## config.mk

```make
export PLATFORM = sky130hd
export DESIGN_NAME = clk_switch_ctrl
export DESIGN_NICKNAME = d
export VERILOG_FILES = /design/src/rtl/clk_switch_ctrl.sv
export SDC_FILE = /design/constraint.sdc
export NUM_CORES = 1
export LEC_CHECK = 0
export CAP_MARGIN = 10
export CORE_MARGIN = 2
export CORE_UTILIZATION = 48
export DETAILED_ROUTE_END_ITERATION = 8
export PLACE_DENSITY = 0.72
export SYNTH_ARGS = -nofsm -noshare
export SYNTH_HDL_FRONTEND = slang
export SYNTH_SLANG_ARGS = --single-unit
```

## constraint.sdc

```tcl
create_clock -name aclk -period 4.7 [get_ports aclk]
set_input_delay 1.175 -clock aclk [delete_from_list [all_inputs] [get_ports aclk]]
set_output_delay 1.175 -clock aclk [all_outputs]
set_load 0.01 [all_outputs]
```

## src/rtl/clk_switch_ctrl.sv

```systemverilog
// Arbitrated select sequencer for a glitch-free two-source clock mux.
// Two requesters take turns; each real source change is followed by a settle period and then a dwell lockout.
//
// state  | meaning
// -------+----------------------------------------------------------------
// IDLE   | arbitrating pending requests; same-source requests acked here
// SETTLE | selection just changed, waiting for the mux output to settle
// DWELL  | lockout after an acknowledged switch, requests stay pending
module clk_switch_ctrl #(
    parameter int SETTLE_CYCLES = 16,
    parameter int DWELL_CYCLES  = 64
) (
    input  logic        aclk,
    input  logic        areset,
    input  logic [1:0]  req_valid,
    input  logic [1:0]  req_sel,
    output logic [1:0]  req_ack,
    output logic        selection,
    output logic        busy,
    output logic        done,
    output logic [15:0] switch_cnt
);

    typedef enum logic [1:0] {
        IDLE   = 2'd0,
        SETTLE = 2'd1,
        DWELL  = 2'd2
    } state_t;

    localparam logic [7:0] SETTLE_LOAD = 8'(SETTLE_CYCLES - 1);
    localparam logic [7:0] DWELL_LOAD  = (DWELL_CYCLES > 0) ? 8'(DWELL_CYCLES - 1) : 8'd0;

    state_t      state;
    logic [7:0]  cnt;
    logic        rr;
    logic        gnt;
    logic [15:0] switch_cnt_q;

    logic [1:0]  eligible;
    logic        any_req;
    logic        pick;
    logic        pick_sel;
    logic        need_switch;
    logic        cnt_inc;

    assign switch_cnt = switch_cnt_q;

    // A requester whose ack is on the wire this cycle is excluded so it cannot be acked twice.
    always_comb begin
        eligible    = req_valid & ~req_ack;
        any_req     = |eligible;
        pick        = (eligible == 2'b11) ? rr : eligible[1];
        pick_sel    = req_sel[pick];
        need_switch = (state == IDLE) && any_req && (pick_sel != selection);
        cnt_inc     = need_switch && (switch_cnt_q != 16'hFFFF);
    end

    always_ff @(posedge aclk) begin
        if (areset) begin
            state        <= IDLE;
            cnt          <= 8'd0;
            rr           <= 1'b0;
            gnt          <= 1'b0;
            selection    <= 1'b0;
            req_ack      <= 2'b00;
            done         <= 1'b0;
            busy         <= 1'b0;
            switch_cnt_q <= 16'd0;
        end else begin
            req_ack      <= 2'b00;
            done         <= 1'b0;
            switch_cnt_q <= switch_cnt_q + {15'd0, cnt_inc};
            case (state)
                IDLE: begin
                    if (any_req) begin
                        rr <= ~pick;
                        if (need_switch) begin
                            selection <= pick_sel;
                            gnt       <= pick;
                            cnt       <= SETTLE_LOAD;
                            state     <= SETTLE;
                            busy      <= 1'b1;
                        end else begin
                            req_ack[pick] <= 1'b1;
                        end
                    end
                end
                SETTLE: begin
                    if (cnt == 8'd0) begin
                        req_ack[gnt] <= 1'b1;
                        done         <= 1'b1;
                        if (DWELL_CYCLES == 0) begin
                            state <= IDLE;
                            busy  <= 1'b0;
                        end else begin
                            state <= DWELL;
                            cnt   <= DWELL_LOAD;
                        end
                    end else begin
                        cnt <= cnt - 8'd1;
                    end
                end
                DWELL: begin
                    if (cnt == 8'd0) begin
                        state <= IDLE;
                        busy  <= 1'b0;
                    end else begin
                        cnt <= cnt - 8'd1;
                    end
                end
                default: begin
                    state <= IDLE;
                    busy  <= 1'b0;
                end
            endcase
        end
    end

endmodule

```

# Word level (Yosys, flattened, before mapping)
# Index checks and enable logic that the tools add are counted.
classes:
  n_addsub: 2
  n_mul: 0
  bitwise: 4
  div: 0
  shift: 0
  reduce_logical: 15
  order_cmp: 4
  n_mux: 26
  eq_ne: 10
ops:
  columns: ["operator", "n"]
  rows:
  - ["$mux 8", 4]
  - ["$pmux 8 s3", 1]
  - ["$add 16x1->16", 1]
  - ["$ne 16x16->1 const B", 1]
  - ["$mux 2", 7]
  - ["$reduce_and 4->1", 3]
  - ["$ne 2x2->1 const B", 5]
  - ["$mux 1", 9]
  - ["$logic_not 8->1", 1]
  - ["$sub 8x1->8 const B", 1]
  - ["$pmux 2 s3", 1]
  - ["$logic_and 1x1->1", 5]
  - ["$eq 2x2->1 const B", 2]
  - ["$lt 1x2->1 const B", 2]
  - ["$pmux 2 s2", 1]
  - ["$reduce_or 2->1", 2]
  - ["$pmux 1 s3", 1]
  - ["$reduce_and 3->1", 1]
  - ["$reduce_bool 3->1", 1]
  - ["$and 2x2->2", 1]
  - ["$demux 1 s1", 2]
  - ["$eq 2x1->1 const B", 1]
  - ["$ge 1x1->1 const B", 2]
  - ["$logic_not 2->1", 1]
  - ["other kinds (4)", 5]
word_totals:
  in_bits: 6
  elab_cells: 70
  mem_bits_rw: 0
  memories: 0
  romBits: 0
  latch_bits: 0
  ff_bits: 33
  out_inout_bits: 21

# Depth between registers and ports, before layout
# Gate-level depths: netlist of run 1.
logic_depth:
  depth_word: 11
  mapped_depth: 12
  ltp_nobuf: 12

# Worst setup path after synthesis of run 1
# No wires, ideal clock.
synth_path:
  path_type: "input port to flip-flop"
  from: "in req_valid[0]"
  to: "reg switch_cnt_q[12], in the netlist switch_cnt[12]"
  stages: 10
  arrival_ps: 3313
  setup_ps: 71
  n_path_buf: 0
  setup_slack_ps: 1316
  required_time_ps: 4629
  cell_sequence: "nor3b_1 or3b_4 and2_1 mux2i_1 o31a_1 ha_1 ha_1 nand4_1 or3_1 a21oi_1"
synth_via:
  elab_chain_cells: 9
  elab_cells_between_ends: 11
  cone_classes: "1 x add/sub; 2 x eq/ne; 3 x mux; 1 x bitwise; 4 x reduce/logical"
synth_rtl:
  columns: ["element", "line_no", "text"]
  rows:
  - ["start: declaration", "15", "input logic [1:0] req_valid,"]
  - ["$and 2x2->2 (*)", "50", "eligible = req_valid & ~req_ack;"]
  - ["$eq 2x2->1", "52", "pick = (eligible == 2'b11) ? rr : eligible[1];"]
  - ["$mux 1", "52", null]
  - ["$mux 1 (implied by the code) (2 in a row)", "53", "pick_sel = req_sel[pick];"]
  - ["$ne 1x1->1", "54", "need_switch = (state == IDLE) && any_req && (pick_sel != selection);"]
  - ["$logic_and 1x1->1 (*)", "54", null]
  - ["$logic_and 1x1->1 (*)", "55", "cnt_inc = need_switch && (switch_cnt_q != 16'hFFFF);"]
  - ["$add 16x1->16 (*)", "72", "switch_cnt_q <= switch_cnt_q + {15'd0, cnt_inc};"]
  - ["end signal: assignment", "72", null]
  - ["end: declaration", "37", "logic [15:0] switch_cnt_q;"]
# Mark *: on every way between the ends. The rest lies on a longest branch, timed or not. The select of a mux whose other input is x is not followed.
# A chain may end at the register's enable or synchronous reset.

# Worst setup path in the final report of run 1
# Ends and elaborated chain as after synthesis.

==> results of run 1 <==
-- power by group through the flow --
stage	combinational [uW]	sequential [uW]	clock [uW]
after CTS	537	381	327
after detailed placement	535	387	0
after global routing	606	390	342
after floorplan	417	386	0
after global placement	531	388	0
final	536	382	320
-- sequential cells by signal, summed over array words and instances, names as in the netlist --
register,flops
done,1
req_ack,2
cnt,8
gnt,1
busy,1
rr,1
switch_cnt,16
selection,1
state,2
-- cells by family (layout without fill, tap and decap cells) --
| logic type | count (synthesis) | count (layout) | synth area share, % |
|---|---|---|---|
| multiplexers | 3 | 3 | 1.69 |
| flip-flops | 33 | 33 | 37.1 |
| XOR/XNOR | 11 | 11 | 5.41 |
| AND/OR/NAND/NOR | 85 | 85 | 25.3 |
| AO/OA/AOI/OAI | 53 | 53 | 19.8 |
| buffers and inverters | 15 | 43 | 3.59 |
| adder cells (fa/ha/maj) | 10 | 10 | 7.03 |
-- worst max-delay path, delay by kind of cell --
kind / cells / cell delay [ns]
buffers and inverters: 1 / 0.47
adders and majority gates: 2 / 0.51
AOI/OAI and AO/OA: 2 / 0.35
muxes: 1 / 0.39
and+or+nand+nor: 5 / 1.15
-- Yosys cell counts, drive strengths merged, types with 2 or more instances --
cell type / n
a311oi: 2
clkbuf: 6
nor2: 31
xnor2: 5
nand3: 7
and4: 2
ha: 10
nand4: 3
o311ai: 2
nor2b: 3
nand2: 13
and3: 2
inv: 8
nor3b: 2
a32o: 2
o21ai: 12
nor3: 5
nand2b: 4
a21oi: 17
xor2: 6
a21o: 3
or3: 6
mux2i: 3
o22ai: 4
a211oi: 6
dfxtp: 33
nor4: 3
-- layer usage --
layer,wire length [um],up-vias
met3,179,6
met1,1940,713
met4,57,0
met5,0,-
li1,-,807
met2,1650,36
-- final cells by class --
| class | instances | area share (%) |
|---|---|---|
| multi-input combinational | 162 | 47.8 |
| sequential | 33 | 29.9 |
| clock inverter | 3 | 2.95 |
| clock buffer | 5 | 3.12 |
| tap | 48 | 2.72 |
| inverter | 8 | 1.36 |
| timing repair buffer | 27 | 12.1 |
-- worst min path at each step --
stage	slack [ns]	cells past startpoint	start	endpoint
after floorplan	0.46	2	cnt[7]$_SDFFE_PP0P_	cnt[7]$_SDFFE_PP0P_
after global placement	0.49	2	cnt[6]$_SDFFE_PP0P_	cnt[6]$_SDFFE_PP0P_
after detailed placement	0.50	2	rr$_SDFFE_PP0P_	rr$_SDFFE_PP0P_
after CTS	0.51	2	rr$_SDFFE_PP0P_	rr$_SDFFE_PP0P_
after global routing	0.53	2	rr$_SDFFE_PP0P_	rr$_SDFFE_PP0P_
final	0.50	2	cnt[6]$_SDFFE_PP0P_	cnt[6]$_SDFFE_PP0P_
-- per-stage QoR --
step	area, um^2	hold WS, ns	power (uW)	setup slack (ns)	cells
after CTS	2210	0.506	1240	0.893	286
final	2210	0.501	1240	0.866	286
after global placement	2070	0.487	918	0.691	278
after detailed placement	2070	0.495	922	0.565	278
after floorplan	1780	0.463	803	1.32	210
after global routing	2210	0.531	1340	0.724	286
==> metrics.csv, run 1 <==
stage,metric,value,unit
synth,synthFlopType,dfxtp_1,
worst_setup_path,crit_top_cell,ha_1,
timing,relSlewSlack,52.3,%
synth,synth_cell_types,43,
status,outcome,finished clean,
route,routed_wl,3.82,mm
clock_network,cts_setup_buffers,0,
floorplanning,die_y,64.9,um
floorplanning,dieArea,4210,um^2
timing,setup_viol,0,
worst_setup_path,start_kind,input port,
worst_setup_path,slowest_delay,0.47,ns
placement,port_buffers,26,
power_and_ir_drop,comb_power_share,43.3,%
synth,postSynthCellCount,210,
synth,async_flop_share,0,%
timing,slew_viol_final,0,
synth,syn_area_per_cell,8.47,um^2
clock_network,h-tree-depth,2,
grt,grt_max_degree,34,
clock_network,cts_tree,done,
clock_network,clk_latency,0.29,ns
synth,yosys.area.top_type,dfxtp_1,
grt,grt_use_met1,27.2,%
grt,use_met2,29.8,%
flow_run,maxCapViolations,0,
route,wl_per_cell,13.4,um
synth,synth_edf_count,0,
finish,final_common_cell,dfxtp_1,
finish,layout_common_cells,"dfxtp_1 (33), nor2_1 (29), clkdlybuf4s50_1 (26), a21oi_1 (17), nand2_1 (13)",
route,via_per_inst,5.46,
synth,syn-num-nets,226,
clock_network,cts_resized,0,
timing,finalSetupTns,0,ns
placement,hpwl,2.69,mm
worst_setup_path,critPathArrivalTime,4.05,ns
timing,clock.fmax,261,MHz
grt,antenna_found_initial,0,
power_and_ir_drop,power_frac_clock,25.8,%
synth,synth_seq_cells,33,
route,drtPass1Iterations,4,
timing,rsz0062_at_grt,false,
finish,final_core_util,61.2,%
clock_network,clock_path_buffers,2,
power_and_ir_drop,ir_drop,0.207,mV
power_and_ir_drop,switchingPower,472,uW
clock_network,clock_sinks,33,
floorplanning,initial_utilization,49.3,%
timing,finalCritPeriodShare,81.6,%
floorplanning,core_area,3610,um^2
power_and_ir_drop,p_int,766,uW
grt,grt_overflow,0,
power_and_ir_drop,switching_share,38.1,%
worst_setup_path,crit_chain,"clkdlybuf4s50_1, nor3b_1, or3b_4, and2_1, mux2i_1, o31a_1, ha_1, ha_1, nand4_1, or3_1, a21oi_1",
worst_setup_path,endpoint_kind,flop,
power_and_ir_drop,p_seq_share,30.8,%
power_and_ir_drop,power.density,561,nW/um^2
finish,final_nets,253,
timing,min_period,3.83,ns
clock_network,root_buffer,clkbuf_8,
clock_network,ctsHoldBuffers,0,
worst_setup_path,crit_type,in -> reg,
grt,grt_usage,20.2,%
finish,register_area,661,um^2
worst_setup_path,regToRegStartpoint,state[1]$_SDFFE_PP0P_,
synth,ys_warn_count,0,
finish,syn_to_final_growth,24.1,%
timing,worst_pin_slew,0.710,ns
finish,multi_input_area,1050,um^2
floorplanning,num_io_pins,27,
route,drtIter0Drc,110,
worst_setup_path,worst-r2r-setup-slack,1.67,ns
clock_network,cts_made_buffers,5,
route,vias,1562,
timing,hold_viol,0,
placement,gp_congestion,0.852,
power_and_ir_drop,p_leak,0.000806,uW
worst_setup_path,setup.worst_path.end,switch_cnt[12]$_SDFF_PP0_,
finish,layout-drive-gt1-share,7.98,%
route,drcViolationCount,0,
grt,first_global_vias,1468,
worst_setup_path,ff2ff_path_depth,12,
floorplanning,die_w,64.9,um
worst_setup_path,rr_endpoint,switch_cnt[12]$_SDFF_PP0_,
worst_hold_path,worst_hold_path_type,reg -> reg,
worst_setup_path,required,4.92,ns
synth,yosysSeqAreaShare,37.1,%
synth,syn_area,1780,um^2
grt,grt_pass1_wl,6.59,mm
clock_network,clk_pin_slew,0.07,ns
grt,gr-max-usage-layer,met2,
synth,synth_top_area_share,37.1,%
synth,synth_area_leaders,"dfxtp_1 (37%), ha_1 (7.0%), nor2_1 (6.1%), a21oi_1 (4.8%), o21ai_0 (3.1%)",
worst_setup_path,slowest_stage,clkdlybuf4s50_1,
worst_setup_path,crit_path_start,req_valid[0],
route,drtAntennaViolNets,0,
grt,met3_usage,5.73,%
timing,skew,0.00672,ns
floorplanning,num_rows,22,
finish,nFillCells,330,
worst_setup_path,cp_max_fo,5,
finish,diodes,0,
No activity file was read; power rests on OpenSTA's default activity.
==> run 2, diff against run 1 <==
==> constraint.sdc (replaced) <==
create_clock -name aclk -period 3.6 [get_ports aclk]
set_input_delay 0.9 -clock aclk [delete_from_list [all_inputs] [get_ports aclk]]
set_output_delay 0.9 -clock aclk [all_outputs]
set_load 0.01 [all_outputs]
==> run 2 against run 1 <==
  * Hold slack about the same
  * Die area unchanged
  * Highest routed layer unchanged
  * Non-clock buffer count up 6
  * Critical endpoint unchanged
  * Critical path depth unchanged
==> metrics.csv, run 2 (same netlist as run 1, synthesis figures left out) <==
stage,metric,value,unit
status,outcome,finished clean,
clock_network,cts_tree,done,
timing,finalSetupTns,0,ns
route,drtAntennaViolNets,0,
finish,register_area,661,um^2
worst_setup_path,crit_buf_inv,1,
timing,clock.fmax,300,MHz
timing,rsz0062_at_grt,false,
timing,skew,0.00568,ns
grt,grt_usage,20.2,%
clock_network,root_buffer,clkbuf_8,
timing,hold_viol,0,
finish,syn_to_final_growth,23.9,%
worst_setup_path,crit_chain,"clkdlybuf4s50_1, nor3b_1, or3b_4, and2_1, mux2i_1, o31a_1, ha_1, ha_1, nand4_1, or3_1, a21oi_1",
power_and_ir_drop,ir_drop,0.271,mV
floorplanning,die_w,64.9,um
worst_hold_path,worst_hold_path_type,reg -> reg,
power_and_ir_drop,p_leak,0.000812,uW
finish,fin_area,2200,um^2
placement,placed_cell_area,2120,um^2
worst_setup_path,worst-r2r-setup-slack,1.00,ns
worst_setup_path,start_kind,input port,
finish,multi_input_area,1050,um^2
timing,setup_viol,0,
grt,grt_max_degree,27,
finish,nFillCells,320,
clock_network,clock_sinks,33,
route,vias,1615,
route,via_per_inst,5.55,
timing,relSlewSlack,62.1,%
worst_setup_path,cp_max_fo,4,
clock_network,clk_pin_slew,0.07,ns
finish,final_nets,259,
route,wl_per_cell,13.5,um
worst_setup_path,endpoint_kind,flop,
placement,dp.cells,284,
finish,layout-drive-gt1-share,9.47,%
worst_setup_path,slowest_delay,0.47,ns
worst_setup_path,slowest_stage,clkdlybuf4s50_1,
floorplanning,dieArea,4210,um^2
grt,grt_pass1_wl,6.61,mm
placement,gp_congestion,0.838,
power_and_ir_drop,p_total,1530,uW
floorplanning,core_area,3610,um^2
route,routed_wl,3.93,mm
clock_network,cts_resized,0,
flow_run,maxCapViolations,0,
worst_setup_path,cp_top_family,simple AND/OR/NAND/NOR gates,
floorplanning,num_rows,22,
grt,grt_overflow,0,
clock_network,h-tree-depth,2,
grt,first_global_vias,1462,
clock_network,cts_setup_buffers,0,
timing,min_period,3.33,ns
finish,final_common_cell,dfxtp_1,
placement,hpwl,2.77,mm
clock_network,clk_latency,0.28,ns
clock_network,clock_path_buffers,2,
finish,stdcell_count,291,
route,drcViolationCount,0,
worst_setup_path,crit_top_cell,ha_1,
route,drtPass1Iterations,4,
finish,diodes,0,
timing,worst_pin_slew,0.562,ns
finish,largest_register_ffs,16,
floorplanning,num_io_pins,27,
clock_network,cts_made_buffers,5,
worst_setup_path,required,3.82,ns
floorplanning,initial_utilization,49.3,%
finish,layout_common_cells,"dfxtp_1 (33), nor2_1 (29), clkdlybuf4s50_1 (26), a21oi_1 (17), nand2_1 (13)",
timing,slew_viol_final,0,
power_and_ir_drop,power.density,693,nW/um^2
timing,finalCritPeriodShare,92.6,%
placement,port_buffers,26,
route,drtIter0Drc,113,
floorplanning,die_y,64.9,um
clock_network,ctsHoldBuffers,0,
worst_setup_path,critPathArrivalTime,3.55,ns
grt,antenna_found_initial,0,
worst_setup_path,crit_type,in -> reg,
## run 2: cell types whose count changed in the layout (fill, tap and decap cells not counted), sizes merged
cell	previous run	this run
buf	1	7
bufinv	2	0
clkbuf	5	7
clkinv	1	0
## run 2: metrics by stage
step / util (%) / worst slack, ns / hold slack [ns]
6_report: 61.1 / 0.267 / 0.501
5_1_grt: 61.1 / 0.0692 / 0.529
4_1_cts: 61.1 / 0.283 / 0.502
3_5_place_dp: 58.7 / 0.00912 / 0.490
3_3_place_gp: 58.7 / 0.0872 / 0.483
2_1_floorplan: - / 0.491 / 0.463
## run 2: tightest hold or removal path, delay by kind of cell, from the launching register on
family             cells  cell delay (ns)
DFF                    1             0.32
AOI/OAI and AO/OA      2             0.13
## run 2: path summary, 6_finish.rpt
kind	from	end	cells after the start
setup reg to reg	state[1]$_SDFFE_PP0P_	switch_cnt[12]$_SDFF_PP0_	12
hold reg to reg	switch_cnt[5]$_SDFF_PP0_	switch_cnt[5]$_SDFF_PP0_	2
hold / removal	switch_cnt[5]$_SDFF_PP0_	switch_cnt[5]$_SDFF_PP0_	2
setup / recovery	req_valid[0]	switch_cnt[12]$_SDFF_PP0_	11
## run 2: area by class of cell
cell class                 instances  area share, %
sequential                        33           30.0
inverter                           8           1.36
tap                               48           2.72
timing repair buffer              33           14.2
multi-input combinational        162           47.8
clock buffer                       7           3.92
## run 2: power breakdown
group          internal [uW]  total (uW)  switching, uW
sequential               432         504           71.3
clock                    152         282            130
combinational            322         742            421
## run 2: routing by layer
layer | share of wire, % | track usage (%) | vias to the layer above | wire [um]
met4 | 1.2 | 6.91 | 0 | 49
met5 | 0 | 0 | - | 0
met3 | 5.6 | 5.38 | 5 | 219
met1 | 46 | 25.1 | 742 | 1800
li1 | - | - | 819 | -
met2 | 47 | 33.5 | 49 | 1850
==> run 3, diff against run 2 <==
--- a/config.mk
+++ b/config.mk
@@ -6,10 +6,12 @@
 export NUM_CORES = 1
 export LEC_CHECK = 0
 export CAP_MARGIN = 10
+export CORE_ASPECT_RATIO = 0.8
 export CORE_MARGIN = 2
 export CORE_UTILIZATION = 48
 export DETAILED_ROUTE_END_ITERATION = 8
 export PLACE_DENSITY = 0.72
+export REMOVE_ABC_BUFFERS = 1
 export SYNTH_ARGS = -nofsm -noshare
 export SYNTH_HDL_FRONTEND = slang
 export SYNTH_SLANG_ARGS = --single-unit
==> run 3 against run 2 <==
  * Hold slack lost 0.0011 ns
  * Design area is 0.68% higher
  * Core utilization up 2.4 points
  * Critical endpoint is now switch_cnt[14]$_SDFF_PP0_
  * Highest routed layer unchanged
==> metrics.csv, run 3 (same netlist as run 1, synthesis figures left out) <==
stage,metric,value,unit
status,outcome,finished clean,
grt,grt_overflow,0,
clock_network,ctsHoldBuffers,0,
timing,finalSetupTns,0,ns
floorplanning,die_y,58.5,um
finish,largest_register_ffs,16,
route,drtPass1Iterations,4,
clock_network,clk_latency,0.29,ns
floorplanning,initial_utilization,50.9,%
worst_setup_path,cp_max_fo,4,
worst_hold_path,worst_hold_path_type,reg -> reg,
clock_network,clock_sinks,33,
finish,layout-drive-gt1-share,10.6,%
worst_setup_path,crit_top_cell,ha_1,
flow_run,maxCapViolations,0,
worst_setup_path,cp_top_family,simple AND/OR/NAND/NOR gates,
floorplanning,num_rows,19,
timing,skew,0.00880,ns
route,wl_per_cell,13.8,um
clock_network,cts_tree,done,
floorplanning,dieArea,4210,um^2
clock_network,clock_path_buffers,2,
floorplanning,core_area,3490,um^2
timing,hold_viol,0,
timing,slew_viol_final,0,
clock_network,cts_made_buffers,5,
worst_setup_path,crit_buf_inv,1,
floorplanning,num_io_pins,27,
finish,final_nets,260,
route,via_per_inst,5.62,
worst_setup_path,crit_type,in -> reg,
grt,grt_pass1_wl,6.72,mm
grt,antenna_found_initial,0,
grt,grt_max_degree,21,
route,routed_wl,3.96,mm
timing,setup_viol,0,
clock_network,cts_resized,0,
timing,min_period,3.24,ns
placement,pre_cts_slack,0.0667,ns
finish,syn_to_final_growth,24.8,%
worst_setup_path,slowest_delay,0.47,ns
power_and_ir_drop,power.density,703,nW/um^2
clock_network,cts_setup_buffers,0,
finish,diodes,0,
placement,gp_congestion,0.806,
route,drcViolationCount,0,
timing,clock.fmax,309,MHz
worst_setup_path,endpoint_kind,flop,
worst_setup_path,required,3.83,ns
timing,fin_ws,0.359,ns
floorplanning,die_w,72.1,um
worst_setup_path,start_kind,input port,
power_and_ir_drop,p_leak,0.000827,uW
route,vias,1613,
route,drtAntennaViolNets,0,
power_and_ir_drop,ir_drop,0.491,mV
worst_setup_path,critPathArrivalTime,3.47,ns
clock_network,clk_pin_slew,0.07,ns
timing,finalCritPeriodShare,90.0,%
clock_network,h-tree-depth,2,
finish,final_common_cell,dfxtp_1,
grt,first_global_vias,1462,
finish,layout_common_cells,"dfxtp_1 (33), nor2_1 (29), clkdlybuf4s50_1 (26), a21oi_1 (17), nand2_1 (13)",
grt,grt_usage,20.6,%
timing,rsz0062_at_grt,false,
timing,relSlewSlack,58.2,%
placement,hpwl,2.85,mm
placement,port_buffers,26,
timing,worst_pin_slew,0.621,ns
finish,final_core_util,63.5,%
worst_setup_path,crit_chain,"clkdlybuf4s50_1, nor3b_1, or3b_4, and2_1, mux2i_1, o31a_1, ha_1, ha_1, nand3_1, or3_1, a21oi_1",
worst_setup_path,slowest_stage,clkdlybuf4s50_1,
clock_network,root_buffer,clkbuf_8,
route,drtIter0Drc,84,
run 3: cell count changes in the layout (fill, tap and decap cells not counted), sizes merged:
cell    delta
clkinv     +1
buf        +1
run 3: power by group:
group | switching, uW | internal, uW | total, uW
clock network | 137 | 173 | 310
logic | 424 | 326 | 750
registers | 67.7 | 432 | 500
total | 629 | 931 | 1560
run 3: per-stage QoR:
step	hold slack [ns]	total power, uW	cell area [um^2]	std cells
global route	0.531	1690	2220	287
CTS	0.504	1560	2220	287
finish	0.500	1560	2220	287
floorplan	0.463	1020	1750	203
global placement	0.487	1240	2120	279
detailed placement	0.492	1240	2120	279
run 3: layout make-up:
| type | instances | area, um^2 |
|---|---|---|
| sequential | 33 | 661 |
| fill | 319 | 1270 |
| inverter | 8 | 30.0 |
| multi-input combinational | 162 | 1050 |
| clock buffer | 7 | 96.3 |
| clock inverter | 1 | 5.00 |
| tap | 42 | 52.6 |
| timing repair buffer | 34 | 320 |
run 3: path summary, 6_finish.rpt:
path | depth (start not counted) | slack (ns) | end | startpoint
worst min register to register | 2 | 0.50 | switch_cnt[12]$_SDFF_PP0_ | switch_cnt[12]$_SDFF_PP0_
worst max register to register | 12 | 1.02 | switch_cnt[14]$_SDFF_PP0_ | state[1]$_SDFFE_PP0P_
worst min-delay path | 2 | 0.50 | switch_cnt[12]$_SDFF_PP0_ | switch_cnt[12]$_SDFF_PP0_
worst max-delay path | 11 | 0.36 | switch_cnt[14]$_SDFF_PP0_ | req_valid[0]
run 3: worst min-delay path, stage by stage (launching register included):
cell	delay, ns
dfxtp_1	0.33
o21ai_0	0.07
a21oi_1	0.06
run 3: per-layer routing:
metal	global-route usage [%]	routed length, um	vias to the layer above
li1	-	-	823
met5	0	0	-
met2	26.9	1560	40
met1	31.1	2130	738
met4	9.16	85	0
met3	5.48	192	12
